<file path="config.mk">
export PLATFORM = sky130hd
export DESIGN_NAME = bist_controller
export DESIGN_NICKNAME = d
export VERILOG_FILES = /design/src/rtl/bist_controller.sv
export SDC_FILE = /design/constraint.sdc
export NUM_CORES = 1
export LEC_CHECK = 0
export ABC_AREA = 1
export BUFFER_PORTS_ARGS = -buffer_cell sky130_fd_sc_hd__buf_2
export CORE_MARGIN = 3
export CORE_UTILIZATION = 53
export DETAILED_ROUTE_END_ITERATION = 8
export PLACE_DENSITY = 0.82
export SYNTH_ARGS = -nofsm -noshare
export SYNTH_HDL_FRONTEND = slang
export SYNTH_SLANG_ARGS = --single-unit
</file>
<file path="constraint.sdc">
create_clock -name clk -period 3.7 [get_ports clk]
set_input_delay 0.74 -clock clk [delete_from_list [all_inputs] [get_ports clk]]
set_output_delay 0.74 -clock clk [all_outputs]
set_load 0.005 [all_outputs]
</file>
<file path="src/rtl/bist_controller.sv">
// BIST run sequencer: seeds and steps an external PRPG, routes its patterns
// to the CUT, compacts the CUT responses into a MISR and compares the final
// signature against a golden value.
module bist_controller #(
  parameter int               WIDTH         = 4,
  parameter int               PATTERN_COUNT = 16,
  parameter int               CUT_LAT       = 1,
  parameter logic [WIDTH-1:0] MISR_POLY     = 'b0011,
  parameter int               CNT_W         = 5
) (
  input  logic             clk,
  input  logic             rst_n,
  input  logic             start,
  input  logic             abort,
  input  logic [WIDTH-1:0] golden_sig,
  input  logic [WIDTH-1:0] cut_resp,
  output logic             prpg_load,
  output logic             prpg_en,
  output logic             test_mode,
  output logic [CNT_W-1:0] pattern_cnt,
  output logic [WIDTH-1:0] signature,
  output logic             busy,
  output logic             done,
  output logic             pass
);

  localparam int FLUSH_W = (CUT_LAT > 1) ? $clog2(CUT_LAT) : 1;

  typedef enum logic [2:0] {
    IDLE,
    SEED,
    APPLY,
    FLUSH,
    COMPARE,
    DONE
  } state_e;

  state_e             state_q, state_d;
  logic [CNT_W-1:0]   cnt_q, cnt_d;
  logic [FLUSH_W-1:0] flush_q, flush_d;
  logic [CUT_LAT-1:0] pipe_q, pipe_d;
  logic [WIDTH-1:0]   misr_q, misr_d;
  logic               pass_q, pass_d;

  // Control outputs are pure decodes of the current state.
  assign prpg_load   = (state_q == SEED);
  assign prpg_en     = (state_q == APPLY);
  assign test_mode   = (state_q == SEED) || (state_q == APPLY) || (state_q == FLUSH);
  assign busy        = (state_q == SEED) || (state_q == APPLY) ||
                       (state_q == FLUSH) || (state_q == COMPARE);
  assign done        = (state_q == DONE);
  // The stored compare result is only meaningful while the run is finished.
  assign pass        = pass_q && (state_q == DONE);
  assign pattern_cnt = cnt_q;
  assign signature   = misr_q;

  // Next-state logic: sequencing, pattern counting, capture alignment, MISR.
  always_comb begin
    // NOTE: every variable gets a default before any branch so no path can
    // leave it unassigned, which would otherwise infer a latch.
    state_d = state_q;
    cnt_d   = cnt_q;
    flush_d = flush_q;
    misr_d  = misr_q;
    pass_d  = pass_q;

    // Capture pipeline: an applied pattern reaches the last stage exactly
    // CUT_LAT cycles later, when its response is valid on cut_resp.
    pipe_d[0] = prpg_en;
    for (int i = 1; i < CUT_LAT; i++) begin
      pipe_d[i] = pipe_q[i-1];
    end

    if (pipe_q[CUT_LAT-1]) begin
      misr_d = {misr_q[WIDTH-2:0], 1'b0} ^
               (misr_q[WIDTH-1] ? MISR_POLY : '0) ^ cut_resp;
    end

    unique case (state_q)
      IDLE: begin
        if (start) state_d = SEED;
      end
      SEED: begin
        cnt_d   = '0;
        flush_d = '0;
        pipe_d  = '0;
        misr_d  = '0;
        pass_d  = 1'b0;
        state_d = APPLY;
      end
      APPLY: begin
        if (cnt_q != CNT_W'(PATTERN_COUNT)) cnt_d = cnt_q + CNT_W'(1);
        if (cnt_q == CNT_W'(PATTERN_COUNT - 1)) begin
          flush_d = '0;
          state_d = FLUSH;
        end
      end
      FLUSH: begin
        if (flush_q == FLUSH_W'(CUT_LAT - 1)) state_d = COMPARE;
        else                                  flush_d = flush_q + FLUSH_W'(1);
      end
      COMPARE: begin
        pass_d  = (misr_q == golden_sig);
        state_d = DONE;
      end
      DONE: begin
        if (start) state_d = SEED;
      end
      default: state_d = IDLE;
    endcase

    // Abort overrides everything: drop the run, discard in-flight captures
    // and freeze the MISR so the partial signature stays observable.
    if (abort) begin
      state_d = IDLE;
      pipe_d  = '0;
      misr_d  = misr_q;
      pass_d  = 1'b0;
    end
  end

  // State and datapath registers.
  always_ff @(posedge clk or negedge rst_n) begin
    if (!rst_n) begin
      state_q <= IDLE;
      cnt_q   <= '0;
      flush_q <= '0;
      pipe_q  <= '0;
      misr_q  <= '0;
      pass_q  <= 1'b0;
    end else begin
      // NOTE: non-blocking assignments make all registers update together
      // from values sampled before the edge, avoiding order-dependent races.
      state_q <= state_d;
      cnt_q   <= cnt_d;
      flush_q <= flush_d;
      pipe_q  <= pipe_d;
      misr_q  <= misr_d;
      pass_q  <= pass_d;
    end
  end

endmodule
</file>
==> out/summary.md <==
Setup repair after global routing left no endpoint under its margin. The aggregate global routing overflow is 0. The ratio of cells with drive above 1 in the final layout was 27.9%; the synthesized instance count was 125. The number of buffers on the longest clock path is 2, and the area share of the largest cell type after synthesis is 38.2%. The number of setup violations in the final report is 0. Among all flip-flop cells after synthesis, the most frequent one is dfrtp_1.

In the synthesized netlist, the cells that appear most often are nand2_1 (37), inv_1 (19), dfrtp_1 (14). Traced cell by cell, the critical path runs through inv_2 -> nand3_1 -> nand2_1 -> nor2_1 -> nand2_1 -> buf_2. The cell area after synthesis is 917 um2.

Number of diodes: 0. The clock drives 14 sinks. The logs give 2.96 ns for the required time at the endpoint of the critical path and 0.614 nW for the cell leakage power. Routability-driven placement finished with a final weighted congestion of 0.786. The length of the first detailed-routing pass in iterations was 4. nand2_1 is the most common cell in the netlist. Once the floorplan was initialized, standard cells occupied 58.8% of the core. Type of element launching the critical path: a register. The placeable core region is 1560 um2. Based on the critical path, the design can be clocked at up to 461 MHz. The number of flops mapped to enable cells by yosys is 0, and the count of placed standard cells in the final layout, fillers left out is 170. The die width was 47.6 um; the largest voltage drop on the vdd net was 429 uV. In the finished design, the share of the clock period the worst path needs comes to 58.6%. Number of I/O pins: 27.

Power spread over the standard cell area amounts to 668 nW/um2. The most prevalent standard cell on the critical path is nand2_1. The area overhead of the layout relative to synthesis is 18.8%.

The total global-route track usage was 18.2%; the clock slew seen by the registers of the worst setup and hold paths was 0.08 ns. In this run the core area contains 14 standard-cell rows. The number of different library cells used by synthesis comes to 23. The hold buffer count at cts is 0, and the number of antenna violations at the first check in global routing is 0. The routed design has 1870 um of wire. In this design, the stage delay of the slowest critical-path cell is 0.51 ns. After synthesis, the cell types taking the most area are dfrtp_1 (38%), nand2_1 (15%), inv_1 (7.8%), xor2_1 (4.8%), ha_1 (4.1%).

The tool flagged a number of max-cap violations equal to 0. In the final routed layout, each cell accounts on average for 11.0 um. The floorplan step set the die height to 47.6 um. The met1 track demand over resource in global routing was 24.6%. The latest clock arrival within the worst-skew pair came out at 0.28 ns. On the final layout, the worst clock skew is 0.000724 ns. The worst path arrival time was 1.43 ns. The register bit count reported by yosys works out to 14. The tools report the final HPWL from detailed placement as 1420 um.

The time the final worst path needs with I/O delays and setup was 2.17 ns. The flow ran to the end, and the final reports show no timing, DRC or antenna violations. Entering global routing, the biggest net connects 15 pins.

A synthesized cell averages 7.34 um2. In the routed design, unresolved DRC markers number 0. The number of setup buffers added after CTS is 0.

The cell count after placement was 167. The tools report the number of global-route vias before repair as 724. In the final timing run, aggregate negative setup slack is 0 ns. TritonCTS built the clock tree.

The first global-routing pass estimated 2930 um of wire. The CTS H-tree depth was 1. Net count reported at finish: 171. The tightest min-delay check is of the primary input to asynchronous set/reset pin type.

For met2 alone, demand over resource in global routing was 29.9%. The tree is rooted in a clkbuf_4. The synthesized design spends more area on one cell type than any other, namely dfrtp_1. The count of warnings emitted by yosys was 0. The number of buffers added on ports came out at 26. The slowest stage of the critical path is the dfrtp_1 cell. For this block, the initial DRC count from the detailed router was 17. The startpoint-to-endpoint class of the critical path is register to output port.

The global routing stage identified its most utilized layer as met2. Along the worst path, the maximum fanout reaches 5. Number of vias after detailed routing: 870. The number of buffers created by CTS came out at 3.

Sort of element at the end of the critical path: an output port. Measured in cells, the most critical reg-to-reg path has a length of 9. The number of hold-slack violations in the final timing report is 0.

The area of the die is 2270 um2. The number of vias per cell after detailed routing is 5.12. Global routing used 2.26% of the available met3 tracks. Worst slew margin relative to its limit: 78.6%. When the netlist entered floorplanning its net count stood at 140.

Summing the sequential cell areas from Yosys gives 38.2% of the chip area. In the synthesized netlist the async set-or-reset flop fraction comes to 100%. For the number of pins with negative max-slew slack in the final report, the log shows 0. The count of nets left with antenna violations once routing finished came out at 0. The slew at the pin closest to its max-slew limit works out to 0.321 ns. The number of filler instances in the final layout is 141. After clock tree synthesis, the repair step resized 0 gates.
-- routing by layer --
metal | part of all wire, % | vias to the layer above
met5 | 0 | -
met4 | 1.8 | 0
met3 | 4.2 | 5
met2 | 47 | 24
met1 | 47 | 395
li1 | - | 446
-- metrics by stage --
step	area [um2]	hold WS, ns	total power (W)	setup WS (ns)	utilization (%)
after floorplan	917	0.444	0.000519	2.04	-
after global placement	1070	0.540	0.000631	1.91	68.5
after detailed placement	1070	0.543	0.000647	1.85	68.5
after CTS	1090	0.351	0.000734	1.54	69.9
after global routing	1090	0.357	0.000794	1.45	69.9
final	1090	0.344	0.000729	1.53	69.9
-- layout by cell type (no fill, tap or decap), types with 2 or more instances in the layout --
cell type / count
buf_2: 26
ha_1: 3
nor2_1: 10
nand2_1: 37
xor2_1: 5
nand2_2: 3
inv_1: 19
dfrtp_1: 14
inv_2: 4
o21ai_0: 7
a21oi_1: 3
nand3_1: 7
clkbuf_4: 3
nand3_2: 2
-- sequential cells by signal (all words and copies together), names as in the netlist --
signal,count
pass_q,1
pattern_cnt,5
pipe_q,1
signature,4
state_q,3
-- worst max-delay path, delay by kind of cell, from the launching register on --
| family | cells | cell delay, ns |
|---|---|---|
| flops | 1 | 0.51 |
| buf+inv | 2 | 0.21 |
| simple gates | 4 | 0.44 |
-- layout make-up --
class                   count  area [um2]  area share, %
multi-input cells          88         480           44.1
flip-flops and latches     14         350           32.1
repair buffers             26         130           11.9
inverters                  23        86.3           7.92
clock buffers               3        22.5           2.07
well taps                  16        20.0           1.84
-- worst paths after layout --
path	start	endpoint	slack (ns)
min	rst_n	state_q[2]$_DFFE_PN0P_	0.34
min reg2reg	pattern_cnt[0]$_DFFE_PN0P_	pattern_cnt[0]$_DFFE_PN0P_	0.56
max	state_q[0]$_DFFE_PN0P_	busy	1.53
max reg2reg	pattern_cnt[0]$_DFFE_PN0P_	state_q[0]$_DFFE_PN0P_	2.30
min in group clk	pattern_cnt[0]$_DFFE_PN0P_	pattern_cnt[0]$_DFFE_PN0P_	0.56
max in group asynchronous	rst_n	signature[1]$_DFFE_PN0P_	3.12
-- power by group --
part           switching [W]  leakage (nW)  total [W]  internal [W]
Sequential         0.0000706         0.189   0.000274      0.000204
Clock              0.0000470        0.0138  0.0000848     0.0000378
Combinational       0.000218         0.410   0.000369      0.000151
-- kinds of logic (layout without fill, tap and decap cells) --
group,after synthesis,in the layout,share of synthesized area [%]
compound gates,13,13,8.73
xor+xnor,6,6,5.73
fa+ha+maj,3,3,4.09
buf+inv,23,52,9.41
flops,14,14,38.2
simple gates,66,66,33.8
(Power assumes the default switching activity.)
